--- config.mk ---
export PLATFORM = sky130hd
export DESIGN_NAME = fetch_queue_unit_flat
export DESIGN_NICKNAME = d
export VERILOG_FILES = /design/src/rtl/riscv_pkg.sv /design/src/rtl/fetch_queue_unit_if.sv /design/src/rtl/fetch_fifo.sv /design/src/rtl/fetch_queue_unit.sv /design/src/flat_wrapper.sv
export SDC_FILE = /design/constraint.sdc
export NUM_CORES = 1
export LEC_CHECK = 0
export BUFFER_PORTS_ARGS = -buffer_cell sky130_fd_sc_hd__buf_2
export CORE_AREA = 3 3 199 201
export CTS_CLUSTER_DIAMETER = 100
export DETAILED_ROUTE_END_ITERATION = 6
export DIE_AREA = 0 0 202 204
export PLACE_DENSITY = 0.69
export SLEW_MARGIN = 20
export SYNTH_ARGS = -nofsm -noshare
export SYNTH_HDL_FRONTEND = slang
export SYNTH_HIERARCHICAL = 1
export SYNTH_SLANG_ARGS = --single-unit
--- constraint.sdc ---
create_clock -name clk -period 15.1 [get_ports clk]
set_input_delay 0.755 -clock clk [delete_from_list [all_inputs] [get_ports clk]]
set_output_delay 0.755 -clock clk [all_outputs]
set_load 0.05 [all_outputs]
--- src/rtl/riscv_pkg.sv ---
// Shared RISC-V core constants used by the fetch front end.
// Widths, the PC step and the counter-width helper live here.
package riscv_pkg;

    localparam int XLEN_DEF = 32;
    localparam int INSTR_W  = 32;
    localparam int PC_STEP  = 4;

    function automatic int cnt_w(input int depth);
        return $clog2(depth + 1);
    endfunction

endpackage

--- src/rtl/fetch_queue_unit_if.sv ---
// Fetch unit bus bundle: imem request/response, redirects, decode handoff.
// master = fetch unit side, slave = memory/decode environment side.
interface fetch_queue_unit_if
    import riscv_pkg::*;
#(
    parameter int XLEN = XLEN_DEF
);

    logic               imem_req_valid;
    logic               imem_req_ready;
    logic [XLEN-1:0]    imem_req_addr;
    logic               imem_rsp_valid;
    logic [INSTR_W-1:0] imem_rsp_data;
    logic               redir_e_valid;
    logic [XLEN-1:0]    redir_e_pc;
    logic               redir_d_valid;
    logic [XLEN-1:0]    redir_d_pc;
    logic               dec_valid;
    logic               dec_ready;
    logic [INSTR_W-1:0] dec_instr;
    logic [XLEN-1:0]    dec_pc;
    logic [XLEN-1:0]    dec_pc_plus4;

    modport master (
        output imem_req_valid, imem_req_addr,
        output dec_valid, dec_instr, dec_pc, dec_pc_plus4,
        input  imem_req_ready, imem_rsp_valid, imem_rsp_data,
        input  redir_e_valid, redir_e_pc,
        input  redir_d_valid, redir_d_pc,
        input  dec_ready
    );

    modport slave (
        input  imem_req_valid, imem_req_addr,
        input  dec_valid, dec_instr, dec_pc, dec_pc_plus4,
        output imem_req_ready, imem_rsp_valid, imem_rsp_data,
        output redir_e_valid, redir_e_pc,
        output redir_d_valid, redir_d_pc,
        output dec_ready
    );

endinterface

--- src/rtl/fetch_fifo.sv ---
// Synchronous FIFO with clear; head is visible combinationally.
// Push on full and pop on empty are ignored.
module fetch_fifo
    import riscv_pkg::*;
#(
    parameter int W     = 32,
    parameter int DEPTH = 4
) (
    input  logic                         clk,
    input  logic                         rst,
    input  logic                         clr_i,
    input  logic                         push_i,
    input  logic                         pop_i,
    input  logic [W-1:0]                 din_i,
    output logic [W-1:0]                 head_o,
    output logic [cnt_w(DEPTH)-1:0]      count_o
);

    localparam int AW = $clog2(DEPTH);
    localparam int CW = cnt_w(DEPTH);

    logic [W-1:0]  mem_q [DEPTH];
    logic [AW-1:0] wr_q, wr_d, rd_q, rd_d;
    logic [CW-1:0] cnt_q, cnt_d;
    logic          do_push, do_pop;

    assign do_push = push_i && (cnt_q != CW'(DEPTH));
    assign do_pop  = pop_i && (cnt_q != '0);

    always_comb begin
        wr_d  = wr_q;
        rd_d  = rd_q;
        cnt_d = cnt_q;
        if (clr_i) begin
            wr_d  = '0;
            rd_d  = '0;
            cnt_d = '0;
        end else begin
            if (do_push) wr_d = wr_q + 1'b1;
            if (do_pop)  rd_d = rd_q + 1'b1;
            cnt_d = cnt_q + CW'(do_push) - CW'(do_pop);
        end
    end

    always_ff @(posedge clk) begin
        if (rst) begin
            wr_q  <= '0;
            rd_q  <= '0;
            cnt_q <= '0;
        end else begin
            wr_q  <= wr_d;
            rd_q  <= rd_d;
            cnt_q <= cnt_d;
        end
    end

    always_ff @(posedge clk) begin
        if (do_push && !clr_i) mem_q[wr_q] <= din_i;
    end

    assign head_o  = mem_q[rd_q];
    assign count_o = cnt_q;

endmodule

--- src/rtl/fetch_queue_unit.sv ---
// IF stage: PC generator, credit-limited imem requests and a fetch queue.
// Redirects flush the queue; stale in-flight responses are dropped by count.
module fetch_queue_unit
    import riscv_pkg::*;
#(
    parameter int              XLEN     = XLEN_DEF,
    parameter logic [XLEN-1:0] RESET_PC = '0,
    parameter int              FQ_DEPTH = 4
) (
    input  logic              clk,
    input  logic              rst,
    fetch_queue_unit_if.master fq
);

    localparam int CW = cnt_w(FQ_DEPTH);
    localparam int EW = INSTR_W + XLEN;

    logic [XLEN-1:0] pc_q, pc_d;
    logic [CW-1:0]   out_q, out_d;
    logic [CW-1:0]   drop_q, drop_d;
    logic [CW-1:0]   occ, tag_cnt;
    logic [CW:0]     credit;
    logic [XLEN-1:0] tgt, tag, head_pc;
    logic [EW-1:0]   head;
    logic            flush, req_valid, req_fire;
    logic            rsp_fire, push, pop, dec_v;

    assign flush = fq.redir_e_valid | fq.redir_d_valid;
    assign tgt   = fq.redir_e_valid ? fq.redir_e_pc : fq.redir_d_pc;

    // Queued entries plus in-flight requests never exceed the queue size.
    assign credit    = {1'b0, occ} + {1'b0, out_q};
    assign req_valid = !rst && !flush && (credit < (CW+1)'(FQ_DEPTH));
    assign req_fire  = req_valid && fq.imem_req_ready;

    assign rsp_fire = fq.imem_rsp_valid && (tag_cnt != '0);
    assign push     = rsp_fire && (drop_q == '0) && !flush;
    assign dec_v    = !rst && (occ != '0);
    assign pop      = dec_v && fq.dec_ready;

    fetch_fifo #(
        .W     (EW),
        .DEPTH (FQ_DEPTH)
    ) u_iq (
        .clk     (clk),
        .rst     (rst),
        .clr_i   (flush),
        .push_i  (push),
        .pop_i   (pop),
        .din_i   ({fq.imem_rsp_data, tag}),
        .head_o  (head),
        .count_o (occ)
    );

    // Never cleared: stale tags retire alongside their dropped responses.
    fetch_fifo #(
        .W     (XLEN),
        .DEPTH (FQ_DEPTH)
    ) u_aq (
        .clk     (clk),
        .rst     (rst),
        .clr_i   (1'b0),
        .push_i  (req_fire),
        .pop_i   (rsp_fire),
        .din_i   (pc_q),
        .head_o  (tag),
        .count_o (tag_cnt)
    );

    always_comb begin
        pc_d   = pc_q;
        out_d  = out_q + CW'(req_fire) - CW'(rsp_fire);
        drop_d = drop_q;
        if (flush) begin
            pc_d   = tgt & ~XLEN'(3);
            drop_d = out_q - CW'(rsp_fire);
        end else begin
            if (req_fire) pc_d = pc_q + XLEN'(PC_STEP);
            if (rsp_fire && drop_q != '0) drop_d = drop_q - 1'b1;
        end
    end

    always_ff @(posedge clk) begin
        if (rst) begin
            pc_q   <= RESET_PC;
            out_q  <= '0;
            drop_q <= '0;
        end else begin
            pc_q   <= pc_d;
            out_q  <= out_d;
            drop_q <= drop_d;
        end
    end

    assign head_pc = head[XLEN-1:0];

    assign fq.imem_req_valid = req_valid;
    assign fq.imem_req_addr  = req_valid ? pc_q : '0;
    assign fq.dec_valid      = dec_v;
    assign fq.dec_instr      = dec_v ? head[EW-1:XLEN] : '0;
    assign fq.dec_pc         = dec_v ? head_pc : '0;
    assign fq.dec_pc_plus4   = dec_v ? head_pc + XLEN'(PC_STEP) : '0;

endmodule

--- src/flat_wrapper.sv ---
// flat-port wrapper written by rule: the top's interface ports become plain ports
module fetch_queue_unit_flat import riscv_pkg::*;
#(
    parameter int              XLEN     = XLEN_DEF,
    parameter logic [XLEN-1:0] RESET_PC = '0,
    parameter int              FQ_DEPTH = 4
)
  (clk, rst, fq_imem_req_valid, fq_imem_req_addr, fq_dec_valid, fq_dec_instr, fq_dec_pc, fq_dec_pc_plus4, fq_imem_req_ready, fq_imem_rsp_valid, fq_imem_rsp_data, fq_redir_e_valid, fq_redir_e_pc, fq_redir_d_valid, fq_redir_d_pc, fq_dec_ready);
  fetch_queue_unit_if #(.XLEN(XLEN)) fq_i ();
  input  logic clk;
  input  logic rst;
  output wire logic [$bits(fq_i.imem_req_valid)-1:0] fq_imem_req_valid;
  output wire logic [$bits(fq_i.imem_req_addr)-1:0] fq_imem_req_addr;
  output wire logic [$bits(fq_i.dec_valid)-1:0] fq_dec_valid;
  output wire logic [$bits(fq_i.dec_instr)-1:0] fq_dec_instr;
  output wire logic [$bits(fq_i.dec_pc)-1:0] fq_dec_pc;
  output wire logic [$bits(fq_i.dec_pc_plus4)-1:0] fq_dec_pc_plus4;
  input wire logic [$bits(fq_i.imem_req_ready)-1:0] fq_imem_req_ready;
  input wire logic [$bits(fq_i.imem_rsp_valid)-1:0] fq_imem_rsp_valid;
  input wire logic [$bits(fq_i.imem_rsp_data)-1:0] fq_imem_rsp_data;
  input wire logic [$bits(fq_i.redir_e_valid)-1:0] fq_redir_e_valid;
  input wire logic [$bits(fq_i.redir_e_pc)-1:0] fq_redir_e_pc;
  input wire logic [$bits(fq_i.redir_d_valid)-1:0] fq_redir_d_valid;
  input wire logic [$bits(fq_i.redir_d_pc)-1:0] fq_redir_d_pc;
  input wire logic [$bits(fq_i.dec_ready)-1:0] fq_dec_ready;
  assign fq_imem_req_valid = fq_i.imem_req_valid;
  assign fq_imem_req_addr = fq_i.imem_req_addr;
  assign fq_dec_valid = fq_i.dec_valid;
  assign fq_dec_instr = fq_i.dec_instr;
  assign fq_dec_pc = fq_i.dec_pc;
  assign fq_dec_pc_plus4 = fq_i.dec_pc_plus4;
  assign fq_i.imem_req_ready = fq_imem_req_ready;
  assign fq_i.imem_rsp_valid = fq_imem_rsp_valid;
  assign fq_i.imem_rsp_data = fq_imem_rsp_data;
  assign fq_i.redir_e_valid = fq_redir_e_valid;
  assign fq_i.redir_e_pc = fq_redir_e_pc;
  assign fq_i.redir_d_valid = fq_redir_d_valid;
  assign fq_i.redir_d_pc = fq_redir_d_pc;
  assign fq_i.dec_ready = fq_dec_ready;
  fetch_queue_unit #(.XLEN(XLEN), .RESET_PC(RESET_PC), .FQ_DEPTH(FQ_DEPTH)) u_core (.clk(clk), .rst(rst), .fq(fq_i));
endmodule
==> results of run 1 <==
==> per-layer routing <==
layer | wire length [um] | track usage | share of wire
met1 | 18300 | 0.290 | 0.47
met2 | 17500 | 0.291 | 0.45
met3 | 2830 | 0.0338 | 0.072
met4 | 688 | 0.0454 | 0.017
met5 | 0 | 0 | 0
==> critical path, stage by stage, from the launching register on <==
cell and delay (ps):
dfxtp_4 770, buf_4 660, mux4_1 580, ha_1 300, nand3_1 340, nor3_1 520
nand4_1 160, mux2_2 290, buf_2 210
==> state kept, by name, summed over array words and instances, names as in the netlist, named ones only <==
signal,flops
u_core/drop_q,3
u_core/out_q,3
u_core/pc_q,30
u_core/u_aq/count_o,3
u_core/u_aq/mem_q,128
u_core/u_aq/rd_q,2
u_core/u_aq/wr_q,2
u_core/u_iq/count_o,3
u_core/u_iq/mem_q,256
u_core/u_iq/rd_q,2
u_core/u_iq/wr_q,2
==> per-stage QoR <==
stage                     instances  power [uW]  setup WS (ps)
final                          1921        2470           9950
after global routing           1919        2560           9560
after CTS                      1919        2500           9860
after detailed placement       1840        1430          10420
after global placement         1840        1430          10430
after floorplan                1152        1400           7960
==> worst min path at each step <==
stage / to / slack, ps / start
after global placement: u_core/u_iq/wr_q[1]$_SDFFE_PP0P_ / 480 / u_core/u_iq/wr_q[1]$_SDFFE_PP0P_
final: u_core/u_iq/mem_q[1][63]$_DFFE_PP_ / 440 / fq_imem_rsp_data[31]
after floorplan: u_core/u_aq/mem_q[0][4]$_DFFE_PP_ / 450 / u_core/pc_q[4]$_SDFFE_PP0P_
after detailed placement: u_core/u_iq/wr_q[0]$_SDFFE_PP0P_ / 510 / u_core/u_iq/wr_q[0]$_SDFFE_PP0P_
after global routing: u_core/u_iq/mem_q[2][44]$_DFFE_PP_ / 420 / fq_imem_rsp_data[12]
after CTS: u_core/u_iq/mem_q[0][63]$_DFFE_PP_ / 410 / fq_imem_rsp_data[31]
==> area by class of cell <==
cell class,count,area (um^2)
fill,2918,16000
sequential,438,12600
timing repair buffer,242,1250
inverter,33,124
tap,511,639
clock buffer,61,1230
clock inverter,18,196
antenna,2,5.00
multi-input combinational,616,5730
==> cells in the final DEF (no fill, tap or decap), drive strengths merged, types with 8 or more instances in the layout <==
master and n:
inv 33, nor3b 9, and4 9, nor2 58
dfxtp 54, and2 101, o21ai 14, xor2 10
ha 22, clkbuf 61, a211oi 14, clkinv 12
conb 11, nand4 12, nor4 19, a21oi 21
nand2 47, mux2i 8, edfxtp 384, xnor2 31
mux4 96, nand3 22, nor3 22, buf 242
==> power by group through the flow <==
stage | Clock [uW] | Combinational [uW] | Sequential, uW
after CTS | 1090 | 68.6 | 1340
final | 1070 | 68.7 | 1340
after floorplan | 0 | 42.0 | 1360
after detailed placement | 0 | 68.1 | 1360
after global placement | 0 | 66.4 | 1360
after global routing | 1140 | 75.9 | 1340
==> cell families (layout without fill, tap and decap cells) <==
logic type,count (synthesis),after routing
flops,438,438
simple gates,320,320
compound gates,110,110
mux,109,109
buf+inv,98,354
xor+xnor,41,41
fa+ha+maj,25,25
other cells,1,13
==> out/metrics.sh, run 1 <==
STATUS='completed'
R2R_START='u_core/u_iq/count_o[1]$_SDFF_PP0_'
POST_SYNTH_INST_COUNT=1142
CLKLATENCYLATEPIN_PS=540
PATH_TYPE_OF_THE_WORST_SETUP_PATH='reg2out'
R2R_END='u_core/u_iq/count_o[2]$_SDFF_PP0_'
DPL_CELL_AREA_UM2=20400
WL_PER_CELL_UM=20.5
NUMBER_OF_ANTENNA_VIOLATIONS_AT_THE_FIRST_CHECK_IN_GLOBAL_ROUTING=1
GRT_FIRST_PASS_WIRELENGTH_UM=61800
SEQUENTIALPOWERSHARE=0.541
DESIGN.CORE.AREA_UM2=37800
SYNTH.LARGEST_AREA_CELL='edfxtp_1'
SYNTHESIS.AREA_UM2=18900
NUMCLOCKSINKS=438
SYNTH-SEQ-AREA-SHARE=0.669
GLOBAL_ROUTE.OVERFLOW_TOTAL=0
CP_DATA_REQUIRED_TIME_PS=14350
MAXCAPVIOLCOUNT=0
CLOCK_TREE.HTREE_LEVEL_COUNT=2
CHIPHEIGHT_UM=204
SETUP_TOTAL_NEGATIVE_SLACK_PS=0
SWITCHING_SHARE=0.198
FINAL_LAYOUT_SIZE_SUFFIX_GT1_FRAC=0.305
SYNTH_ENABLE_FLOP_CELLS=384
WIRELENGTH_ROUTED_UM=39400
P_LEAK_uW=0.00760
GLOBAL_ROUTE.USAGE.TOTAL=0.191
POST-SYNTH-TOP-COUNT-CELL='edfxtp_1'
CP-START-KIND='register'
DIE-AREA_UM2=41200
CTS_INSERTED_BUFFERS=45
POWER.DENSITY_CELL_AREA_nW_PER_UM2=113
IOPINCOUNT=233
P_R_AREA_GROWTH_VS_SYN_PCT=15.6
FINALHOLDWORSTSLACK_PS=436
YS_TYPES=68
FIN_CRIT_SH=0.341
YS_ASYNC_SR_FRACTION=0
MIN_PATH_CELLS=1
FINISH.NET_COUNT=1504
ROUTABILITYCONGESTION=0.838
RANKING_OF_SYNTHESIZED_CELLS_BY_AREA='edfxtp_1 61%, mux4_2 11%, dfxtp_1 5.7%'
YOSYSWARNINGCOUNT=6
WORST_SLEW_MARGIN_REL=0.327
POWER.SHARE.COMBINATIONAL=0.028
SYNTH_COMPOUND_AREA_FRAC=0.0436
END_KIND='output pin'
FIN_WORST_SKEW_PS=20.9
SETUP_REPAIR_AFTER_GLOBAL_ROUTING_MISSED_ITS_MARGIN='no'
CTS_ROOT_BUF='clkbuf_16'
WORSTMARGINPINSLEW_PS=1010
DIE_W_UM=202
FIRSTDRTPASSITERS=6
PROPORTION_OF_SYNTHESIZED_AREA_IN_MUX_CELLS=0.123
DRT_DRC_VIOLATIONS_LEFT=0
IRDROPWORSTVDD_V=0.0000700
SYNTHTOPCELLSBYCOUNT='384 x edfxtp_1, 99 x and2_1, 90 x mux4_2'
FINAL_HOLD_VIOL_COUNT=0
GRT_MAX_DEGREE=65
TOTAL_SWITCHING_POWER_uW=489
SYNTH.TOP_CELL.AREA_SHARE=0.612
POSTCTSRESIZEDCELLS=0
FINISH.UTILIZATION=0.577
CRIT_PATH_ARRIVAL_TIME_PS=4400
CELL_INTERNAL_POWER_uW=1980
DR.FIRST_ITER.DRC_COUNT=758
FINAL_DESIGN_AREA_EXCLUDING_FILLERS_UM2=21800
SYNTH-SIMPLE-AREA-SHARE=0.0960
FIN_CRIT_PS=5150
PLACEMENT_ROWS=71
TRITONCTS='done'
WORST-PATH-MAX-FANOUT=33
FINAL_MAX_SLEW_VIOL_COUNT=0
CLOCK_PATH_BUFFERS=3
MIN_PATH_TYPE='in2reg'
SYNTH_TOP_FAMILY_BY_AREA='multiplexers'
SYNTH_XOR_AREA_FRAC=0.0190
DETAILED_PLACE_HPWL_UM=24800
IO_BUFFERS=226
WORSTSETUPENDPOINT='fq_dec_pc_plus4[22]'
SYNTHADDERAREAFRAC=0.0178
NUM_VIAS=10700
POST_CTS_HOLD_BUFFER_COUNT=0
R2R_CELL_COUNT=15
POST_SYNTH.CELL_AREA_AVG_UM2=16.5
CLK_PIN_SLEW_WORST_PATHS_PS=50
TIMING.FINAL.SETUP_VIOLATIONS=0
PWR-SHARE-CLK=0.431
FIRST_GLOBAL_VIAS=10800
SYNTH_TOP_FLOP_CELL='edfxtp_1'
WORST-R2R-SETUP-SLACK_PS=11340
POSTSYNTHREGISTERBITS=438
DRT.ANTENNA.VIOLATING_NETS=0
ROUTED_VIA_DENSITY=5.59
POST-CTS-SETUP-BUFFERS=0
CLOCK.FMAX_GHz=0.194
FLOORPLAN.INITIALDENSITY=0.499
(Power assumes the default switching activity.)
==> run 2, diff against run 1 <==
- clock period: 15.1 -> 5.25 ns (I/O delays scaled with it)
==> out/metrics.sh, run 2 (same netlist as run 1, synthesis figures left out) <==
FIN_CRIT_PS=3840
LAYOUT.CELLS.MOST_COMMON='edfxtp_1'
FLIP_FLOP_COUNT_OF_THE_LARGEST_REGISTER_ALL_COPIES_AND_WORDS_ADDED=256
IOPINCOUNT=233
REGAREA_UM2=12600
WORST-R2R-SETUP-SLACK_PS=1900
P_R_AREA_GROWTH_VS_SYN_PCT=16.8
TRITONCTS='done'
CLK_PIN_SLEW_WORST_PATHS_PS=60
CLOCK_TREE.HTREE_LEVEL_COUNT=2
END_KIND='output pin'
DESIGN.CORE.AREA_UM2=37800
R2R_CELL_COUNT=13
R2R_END='u_core/u_aq/count_o[2]$_SDFF_PP0_'
WORSTMARGINPINSLEW_PS=1020
CLKLATENCYLATEPIN_PS=540
NFILLCELLS=2920
MIN_FROM='fq_redir_d_pc[5]'
WIRELENGTH_ROUTED_UM=38900
PLACEMENT_ROWS=71
MULTI_INPUT_COMB_AREA_UM2=5730
IRDROPWORSTVDD_V=0.000173
FIN_WS_PS=1410
CP_DATA_REQUIRED_TIME_PS=4990
CLOCK.FMAX_GHz=0.260
POST-PLACE-CELLS=1841
ROUTABILITYCONGESTION=0.845
FINAL_HOLD_VIOL_COUNT=0
WORSTPATHBUFFERINVERTERCOUNT=2
DPL_CELL_AREA_UM2=20400
WORST_SLEW_MARGIN_REL=0.322
NUMBER_OF_ANTENNA_VIOLATIONS_AT_THE_FIRST_CHECK_IN_GLOBAL_ROUTING=0
FIRSTDRTPASSITERS=5
FINISH.NET_COUNT=1535
CP-START-KIND='register'
MIN_PATH_CELLS=3
FINAL_DESIGN_AREA_EXCLUDING_FILLERS_UM2=22000
IO_BUFFERS=226
FLOORPLAN.INITIALDENSITY=0.499
HOLD_PATH_END='u_core/pc_q[5]$_SDFFE_PP0P_'
PATH_TYPE_OF_THE_WORST_SETUP_PATH='reg2out'
GLOBAL_ROUTE.OVERFLOW_TOTAL=0
DRT.ANTENNA.VIOLATING_NETS=0
FIRST_GLOBAL_VIAS=10800
GRT_MAX_DEGREE=65
WL_PER_CELL_UM=20.0
TIMING.CRITICAL_PATH.SLOWEST_CELL_DELAY_PS=670
SETUP_REPAIR_AFTER_GLOBAL_ROUTING_MISSED_ITS_MARGIN='no'
DIE-AREA_UM2=41200
TOTAL_INSERTED_ANTENNA_CELLS=0
MIN_PATH_TYPE='in2reg'
FINISH.UTILIZATION=0.583
ROUTED_VIA_DENSITY=5.51
GRT_FIRST_PASS_WIRELENGTH_UM=61300
WORST-PATH-MAX-FANOUT=26
STATUS='completed'
REGISTERS.TOP_BY_FF_COUNT='u_core/u_iq/mem_q'
FINAL_LAYOUT_SIZE_SUFFIX_GT1_FRAC=0.299
CRIT_FAMILY='simple AND/OR/NAND/NOR gates'
LAYOUT.CELLS.MOST_COMMON_LIST='384 x edfxtp_1, 226 x buf_2, 99 x and2_1'
R2R_START='u_core/u_iq/count_o[2]$_SDFF_PP0_'
CRIT_PATH_ARRIVAL_TIME_PS=3580
CHIPHEIGHT_UM=204
P_LEAK_uW=0.00769
NUM_VIAS=10800
REG.LARGEST.LIST='u_core/u_iq/mem_q x256, u_core/u_aq/mem_q x128, u_core/pc_q x30'
DR.FIRST_ITER.DRC_COUNT=690
DIE_W_UM=202
GLOBAL_ROUTE.USAGE.TOTAL=0.190
DETAILED_PLACE_HPWL_UM=25000
CLOCK_PATH_BUFFERS=3
DRT_DRC_VIOLATIONS_LEFT=0
FIN_CRIT_SH=0.731
POST_LAYOUT_NONFILLER_INSTANCES=1950
POWER.DENSITY_CELL_AREA_nW_PER_UM2=313
CTS_ROOT_BUF='clkbuf_16'
SETUP_SLACK_AT_PLACEMENT_PS=1870
CRITICAL_PATH_CELL_WITH_THE_HIGHEST_STAGE_DELAY='dfxtp_4'
MAXCAPVIOLCOUNT=0
CTS_INSERTED_BUFFERS=43
CRIT_CHAIN='buf_4, mux4_2, nand3_1, nor3_1, nand4_1, mux2_2, buf_2'
TIMING.FINAL.SETUP_VIOLATIONS=0
FIN_WORST_SKEW_PS=14.8
NUMCLOCKSINKS=438
POST-CTS-SETUP-BUFFERS=0
FINAL_MAX_SLEW_VIOL_COUNT=0
-- run 2: changes by cell type in the layout (fill, tap and decap cells not counted) --
cell           before  now
clkinv_2            5    8
diode_2             2    0
clkbuf_16          47   45
clkinv_4            0    1
clkbuf_1           14   11
buf_12              0    1
dlygate4sd3_1       0   32
clkinv_1            7    9
bufinv_16           4    1
-- run 2: repair_timing --
item,CTS,global route
hold endpoints to repair,128,0
hold buffers,32,0
gates resized for setup,0,0
-- run 2: tightest hold or removal path, stage by stage --
cell	delay, ps
buf_2	100
nor2_1	90
a211oi_1	60
-- run 2: layout make-up --
class,count,share of cell area
clock buffers,56,0.0530
flip-flops and latches,438,0.573
clock inverters,21,0.00625
repair buffers,275,0.0723
multi-input cells,616,0.260
inverters,33,0.00563
well taps,511,0.0291
-- run 2: how the worst max path moves through the flow --
| stage | startpoint | end | slack (ps) | depth (start not counted) |
|---|---|---|---|---|
| 4_1_cts | register | fq_dec_pc_plus4[22] | 1310 | 7 |
| 5_1_grt | register | fq_dec_pc_plus4[22] | 1020 | 7 |
| 3_5_place_dp | register | fq_dec_pc_plus4[22] | 1870 | 7 |
| 2_1_floorplan | fq_redir_d_valid | u_core/u_iq/mem_q[0][0]$_DFFE_PP_ | -1400 | 6 |
| 3_3_place_gp | register | fq_dec_pc_plus4[22] | 1870 | 7 |
| 6_report | register | fq_dec_pc_plus4[22] | 1410 | 7 |
-- run 2: through the flow --
step | power, uW | TNS (ps) | hold slack (ps)
floorplan | 4020 | -358460 | 334
global placement | 4110 | 0 | 475
detailed placement | 4120 | 0 | 484
CTS | 6970 | 0 | 2.75
global route | 7140 | 0 | 15.7
finish | 6900 | 0 | 23.7
-- run 2: per-layer routing --
metal  up-vias  GRT usage  share of wire
met3        60     0.0352          0.077
li1       4982          -              -
met1      5262      0.284           0.46
met5         -          0              0
met4         0     0.0421          0.017
met2       446      0.295           0.45
-- run 2: where the power goes --
group          switching, uW  internal (uW)  leakage [uW]  total, uW
registers               50.1           3800       0.00390       3850
clock network           1210           1620      0.000637       2830
logic                    125           91.4       0.00315        217
total                   1390           5510       0.00769       6900
